--- config.mk ---
export PLATFORM = sky130hd
export DESIGN_NAME = nios2_qsys_cpu_oci_dct_packer_flat
export DESIGN_NICKNAME = d
export VERILOG_FILES = /design/src/rtl/nios2_qsys_cpu_oci_pkg.sv /design/src/rtl/nios2_qsys_cpu_oci_dct_packer_if.sv /design/src/rtl/nios2_qsys_cpu_oci_frame_slot.sv /design/src/rtl/nios2_qsys_cpu_oci_dct_packer.sv /design/src/flat_wrapper.sv
export SDC_FILE = /design/constraint.sdc
export NUM_CORES = 1
export LEC_CHECK = 0
export BUFFER_PORTS_ARGS = -buffer_cell sky130_fd_sc_hd__buf_2
export CELL_PAD_IN_SITES_DETAIL_PLACEMENT = 2
export CELL_PAD_IN_SITES_GLOBAL_PLACEMENT = 2
export CORE_ASPECT_RATIO = 0.7
export CORE_MARGIN = 2
export CORE_UTILIZATION = 29
export DETAILED_ROUTE_END_ITERATION = 10
export PLACE_DENSITY_LB_ADDON = 0.1
export REMOVE_ABC_BUFFERS = 1
export SLEW_MARGIN = 25
export SYNTH_ARGS = -nofsm -noshare
export SYNTH_HDL_FRONTEND = slang
export SYNTH_SLANG_ARGS = --single-unit
--- constraint.sdc ---
create_clock -name clk -period 2.51 [get_ports clk]
set_input_delay 0 -clock clk [delete_from_list [all_inputs] [get_ports clk]]
set_output_delay 0 -clock clk [all_outputs]
set_load 0.05 [all_outputs]
--- src/rtl/nios2_qsys_cpu_oci_pkg.sv ---
// rtl/nios2_qsys_cpu_oci_pkg.sv - shared constants, FSM state and frame type for the OCI DCT packer
package nios2_qsys_cpu_oci_pkg;
    localparam int DCT_CODE_W = 2;
    localparam int DCT_DEPTH  = 15;
    localparam int DCT_BUF_W  = DCT_CODE_W * DCT_DEPTH;

    typedef enum logic [1:0] {
        TE_IDLE,
        TE_DRAIN,
        TE_ENDING,
        TE_ENDED
    } test_end_state_t;

    typedef struct packed {
        logic [3:0]           count;
        logic [DCT_BUF_W-1:0] buffer;
    } dct_frame_t;
endpackage

--- src/rtl/nios2_qsys_cpu_oci_dct_packer_if.sv ---
// rtl/nios2_qsys_cpu_oci_dct_packer_if.sv - valid/ready frame channel between packer and trace test bench stage
interface nios2_qsys_cpu_oci_dct_packer_if
    import nios2_qsys_cpu_oci_pkg::*;
#(
    parameter int FRAME_W = 4 + DCT_BUF_W
);
    logic               frame_valid;
    logic               frame_ready;
    logic [FRAME_W-1:0] frame_data;

    modport master (output frame_valid, output frame_data, input frame_ready);
    modport slave  (input frame_valid, input frame_data, output frame_ready);
endinterface

--- src/rtl/nios2_qsys_cpu_oci_frame_slot.sv ---
// rtl/nios2_qsys_cpu_oci_frame_slot.sv - one-entry valid/ready holding register for completed frames
module nios2_qsys_cpu_oci_frame_slot #(
    parameter int W = 34
) (
    input  logic         clk,
    input  logic         reset,
    input  logic         load,
    input  logic [W-1:0] load_data,
    input  logic         ready,
    output logic         valid,
    output logic [W-1:0] data,
    output logic         free
);
    // A load while the current frame is being taken replaces it with no bubble.
    assign free = !valid || ready;

    always_ff @(posedge clk) begin
        if (reset) begin
            valid <= 1'b0;
            data  <= '0;
        end else if (load) begin
            valid <= 1'b1;
            data  <= load_data;
        end else if (ready) begin
            valid <= 1'b0;
        end
    end
endmodule

--- src/rtl/nios2_qsys_cpu_oci_dct_packer.sv ---
// rtl/nios2_qsys_cpu_oci_dct_packer.sv - packs 2-bit DCT codes into frames and sequences end-of-test drain
module nios2_qsys_cpu_oci_dct_packer
    import nios2_qsys_cpu_oci_pkg::*;
#(
    parameter int  CODE_W = DCT_CODE_W,
    parameter int  DEPTH  = DCT_DEPTH,
    localparam int BUF_W  = CODE_W * DEPTH
) (
    input  logic              clk,
    input  logic              reset,
    input  logic              dct_valid,
    input  logic [CODE_W-1:0] dct_code,
    input  logic              flush,
    input  logic              test_end_req,
    input  logic              overflow_clr,
    output logic [BUF_W-1:0]  dct_buffer,
    output logic [3:0]        dct_count,
    output logic              overflow,
    output logic              test_ending,
    output logic              test_has_ended,
    nios2_qsys_cpu_oci_dct_packer_if.master frm
);
    localparam logic [3:0] DEPTH_C = 4'(DEPTH);

    test_end_state_t  state, state_nxt;
    logic             flush_pend;
    logic             slot_free;
    logic             accept, drop, flush_eff, close, load;
    logic [BUF_W-1:0] new_buf;
    logic [3:0]       new_cnt;

    // Codes are only taken while idle; draining and ended phases ignore them silently.
    always_comb begin
        accept    = dct_valid && (state == TE_IDLE) && (dct_count != DEPTH_C) && !flush_pend;
        drop      = dct_valid && (state == TE_IDLE) && ((dct_count == DEPTH_C) || flush_pend);
        new_buf   = accept ? {dct_buffer[BUF_W-CODE_W-1:0], dct_code} : dct_buffer;
        new_cnt   = dct_count + {3'b000, accept};
        flush_eff = flush || flush_pend || (state == TE_DRAIN);
        close     = (new_cnt == DEPTH_C) || (flush_eff && (new_cnt != 4'd0));
        load      = close && slot_free;
    end

    always_ff @(posedge clk) begin
        if (reset) begin
            dct_buffer <= '0;
            dct_count  <= 4'd0;
            flush_pend <= 1'b0;
            overflow   <= 1'b0;
        end else begin
            if (load) begin
                dct_buffer <= '0;
                dct_count  <= 4'd0;
                flush_pend <= 1'b0;
            end else begin
                dct_buffer <= new_buf;
                dct_count  <= new_cnt;
                flush_pend <= flush_pend || (flush && (new_cnt != 4'd0));
            end
            overflow <= drop || (overflow && !overflow_clr);
        end
    end

    nios2_qsys_cpu_oci_frame_slot #(.W(4 + BUF_W)) u_slot (
        .clk       (clk),
        .reset     (reset),
        .load      (load),
        .load_data ({new_cnt, new_buf}),
        .ready     (frm.frame_ready),
        .valid     (frm.frame_valid),
        .data      (frm.frame_data),
        .free      (slot_free)
    );

    always_ff @(posedge clk) begin
        if (reset) state <= TE_IDLE;
        else       state <= state_nxt;
    end

    always_comb begin
        state_nxt = state;
        case (state)
            TE_IDLE:   if (test_end_req) state_nxt = TE_DRAIN;
            TE_DRAIN:  if ((dct_count == 4'd0) && !flush_pend && !frm.frame_valid) state_nxt = TE_ENDING;
            TE_ENDING: state_nxt = TE_ENDED;
            default:   state_nxt = TE_ENDED;
        endcase
    end

    always_comb begin
        test_ending    = (state == TE_ENDING);
        test_has_ended = (state == TE_ENDED);
    end
endmodule

--- src/flat_wrapper.sv ---
// flat-port wrapper written by rule: the top's interface ports become plain ports
module nios2_qsys_cpu_oci_dct_packer_flat import nios2_qsys_cpu_oci_pkg::*;
#(
    parameter int  CODE_W = DCT_CODE_W,
    parameter int  DEPTH  = DCT_DEPTH,
    localparam int BUF_W  = CODE_W * DEPTH
)
  (clk, reset, dct_valid, dct_code, flush, test_end_req, overflow_clr, dct_buffer, dct_count, overflow, test_ending, test_has_ended, frm_frame_valid, frm_frame_data, frm_frame_ready);
  nios2_qsys_cpu_oci_dct_packer_if frm_i ();
  input  logic clk;
  input  logic reset;
  input  logic dct_valid;
  input  logic [CODE_W-1:0] dct_code;
  input  logic flush;
  input  logic test_end_req;
  input  logic overflow_clr;
  output logic [BUF_W-1:0] dct_buffer;
  output logic [3:0] dct_count;
  output logic overflow;
  output logic test_ending;
  output logic test_has_ended;
  output wire logic [$bits(frm_i.frame_valid)-1:0] frm_frame_valid;
  output wire logic [$bits(frm_i.frame_data)-1:0] frm_frame_data;
  input wire logic [$bits(frm_i.frame_ready)-1:0] frm_frame_ready;
  assign frm_frame_valid = frm_i.frame_valid;
  assign frm_frame_data = frm_i.frame_data;
  assign frm_i.frame_ready = frm_frame_ready;
  nios2_qsys_cpu_oci_dct_packer #(.CODE_W(CODE_W), .DEPTH(DEPTH)) u_core (.clk(clk), .reset(reset), .dct_valid(dct_valid), .dct_code(dct_code), .flush(flush), .test_end_req(test_end_req), .overflow_clr(overflow_clr), .dct_buffer(dct_buffer), .dct_count(dct_count), .overflow(overflow), .test_ending(test_ending), .test_has_ended(test_has_ended), .frm(frm_i));
endmodule
==> impl_metrics.tcl <==
set metrics [dict create \
    die_w_um 130.1 \
    maxCapViolations 0 \
    endpoint_kind "flop" \
    place_hpwl_mm 5.565 \
    tightest_slew_ns 0.5301 \
    p_leak_nw 2.320 \
    ys_seq_area_share_pct 45.29 \
    layout.cells.non_filler 569 \
    status "complete, no violations" \
    fp.dieH_um 92.26 \
    clock.fmax_mhz 413.0 \
    relSlewSlack_pct 64.66 \
    drt-total-wl_mm 9.274 \
    cts_buffer_depth 2 \
    power_mw 4.083 \
    synth_area_sq_um 3227 \
    rows 32 \
    place_inst 544 \
    gp_congestion 0.7475 \
    core-area_sq_um 10930 \
    io_buffers 80 \
    ant_nets 0 \
    hold_class "in2reg" \
    antenna_found_initial 0 \
    vdd_drop_max_mv 0.4440 \
    crit_path_start_kind "flop" \
    syn_avg_cell_area_sq_um 9.690 \
    area_growth_pct 32.18 \
    wl_per_cell_um 16.30 \
    ys_types 35 \
    fin_crit_sh_pct 96.47 \
    worstPathRequired_ns 2.77 \
    grt_pass1_wl_mm 14.87 \
    final_cell_mix "buf_2, dfxtp_1, nand2_1, o211a_1" \
    worst_slack_ns 0.08862 \
    crit_type "reg2reg" \
    grt_max_degree 80 \
    layout_commonest_cell "buf_2" \
    cts_buffers 9 \
    drive_above_1_share_pct 29.57 \
    yosys_warnings 0 \
    drv_slew 0 \
    whs_endpoint "u_core.dct_buffer[0]" \
    n_antenna_cell 0 \
    p_per_area_nw_per_um2 957.3 \
    r2r_cells 10 \
    finalSetupViolations 0 \
    track_usage_pct 15.86 \
    crit_fanout 5 \
    cts.clk_slew.worst_paths_ns 0.06 \
    cts_tree "done" \
    num_vias 2773 \
    ff2ff_setup_slack_ns 0.09 \
    pin_count 81 \
    finClkSkew_ns 0.005145 \
    netlist_instances 333 \
    die_area_sq_um 12000 \
    remaining_drc_errors 0 \
    pre_cts_ws_ns -0.01818 \
    final_util_pct 39.02 \
    firstDrtPassIters 4 \
    cp.arrival_ns 2.68 \
    r2r-end "u_core.u_slot.data[21]" \
    min_period_ns 2.421 \
    initial_core_util_pct 29.52 \
    hold_start "dct_code[0]" \
    clock_latency_ns 0.33 \
    hold_viol 0 \
    holdPathStages 3 \
    htreeDepth 3 \
    clkSinkCount 73 \
    grt_pass1_vias 2827 \
    r2r_start "u_core.state[1]" \
    overflow 0 \
    vias_per_cell 4.873 \
    drt_iter0_drc 97 \
    ys_seq_elements 73 \
    fin_nets 425 \
    clock_tree.root_cell "clkbuf_16" \
]
synthesized netlist by cell type (all sizes together):
| cell | n | area (sq um) |
|---|---|---|
| dfxtp | 73 | 1461 |
| nand2 | 35 | 131.4 |
| o211a | 33 | 330.3 |
| and3 | 32 | 200.2 |
| mux2i | 32 | 320.3 |
| o21ai | 32 | 160.2 |
| a21boi | 30 | 225.2 |
| clkbuf | 23 | 86.33 |
| buf | 7 | 61.30 |
| inv | 5 | 18.76 |
| a21oi | 4 | 20.02 |
| nand2b | 3 | 18.77 |
| ha | 2 | 25.02 |
| nand3 | 2 | 10.01 |
| nor2 | 2 | 7.510 |
| nor3 | 2 | 10.01 |
| xor2 | 2 | 17.52 |
| a211oi | 1 | 7.510 |
| a311o | 1 | 10.01 |
| a41oi | 1 | 8.760 |
| and2 | 1 | 6.260 |
| nand4 | 1 | 6.260 |
| nor2b | 1 | 6.260 |
| nor3b | 1 | 7.510 |
| nor4 | 1 | 6.260 |
| o2111ai | 1 | 8.760 |
| o211ai | 1 | 21.27 |
| o32a | 1 | 10.01 |
| o41ai | 1 | 8.760 |
| or2 | 1 | 6.260 |
| xnor2 | 1 | 8.760 |
registers in the layout (all words and copies together) (netlist names):
| signal | flops |
|---|---|
| u_core.dct_buffer | 30 |
| u_core.dct_count | 4 |
| u_core.flush_pend | 1 |
| u_core.overflow | 1 |
| u_core.state | 2 |
| u_core.u_slot.data | 34 |
| u_core.u_slot.valid | 1 |
repair_timing:
action	4_1_cts	5_1_grt
gates resized for setup	1	24
hold endpoints to repair	7	0
hold buffers	5	0
buffers inserted	2	3
gates cloned	2	1
endpoints found under the setup margin	25	67
pin swaps	2	7
how the worst max path moves through the flow:
stage	start	endpoint	slack (ns)	cells past startpoint
floorplan	u_core.state[0]	u_core.u_slot.data[0]	-2.74	8
detailed placement	u_core.dct_count[0]	u_core.u_slot.data[18]	-0.02	9
finish	u_core.state[1]	u_core.u_slot.data[21]	0.09	10
CTS	u_core.dct_count[3]	u_core.u_slot.data[9]	0.007	10
global route	u_core.state[1]	u_core.u_slot.data[14]	-0.06	10
global placement	u_core.dct_count[0]	u_core.u_slot.data[21]	0.09	10
logic make-up (layout without fill, tap and decap cells):
group	Yosys count	count (layout)	share of synthesized area, %
AOI/OAI and AO/OA	106	106	25.13
and+or+nand+nor	82	82	12.91
DFF	73	73	45.29
buffers and inverters	35	118	5.156
muxes	32	32	9.926
xor gates and xnor gates	3	3	0.8144
adders and majority gates	2	2	0.7754
stage by stage:
step	hold slack (ns)	setup TNS [ns]	cell area [sq um]
finish	0.07254	0	4265
global route	0.09030	-0.6478	4265
CTS	0.06365	0	4163
detailed placement	0.3004	-0.03923	3780
global placement	0.2698	0	3780
floorplan	0.06907	-184.63	3079
area by class of cell:
type	count	area (sq um)
sequential	73	1479
tap	153	191.4
timing repair buffer	100	648.1
clock buffer	12	246.5
clock inverter	1	5.005
inverter	5	18.77
multi-input combinational	225	1677
fill	1198	6665
power breakdown:
group / total [mW] / switching [mW] / internal [mW]
Combinational: 1.62 / 0.998 / 0.620
Sequential: 1.32 / 0.0745 / 1.24
Clock: 1.15 / 0.467 / 0.678
worst max-delay path, stage by stage (launching register included):
cell and delay, ns:
dfxtp_1 0.36, nor3b_4 0.23, nand2_2 0.08, inv_2 0.07, ha_4 0.14, ha_4 0.22, o32a_1 0.38, o211ai_4 0.37
buf_6 0.19, clkbuf_16 0.15, mux2i_1 0.17
routing by layer:
layer | share of wire (%) | track usage [%] | up-vias
li1 | - | - | 1365
met1 | 47 | 20.78 | 1346
met2 | 47 | 25.31 | 52
met3 | 4.5 | 4.784 | 10
met4 | 1.1 | 4.301 | 0
met5 | 0 | 0 | -
No activity file was read; power rests on OpenSTA's default activity.
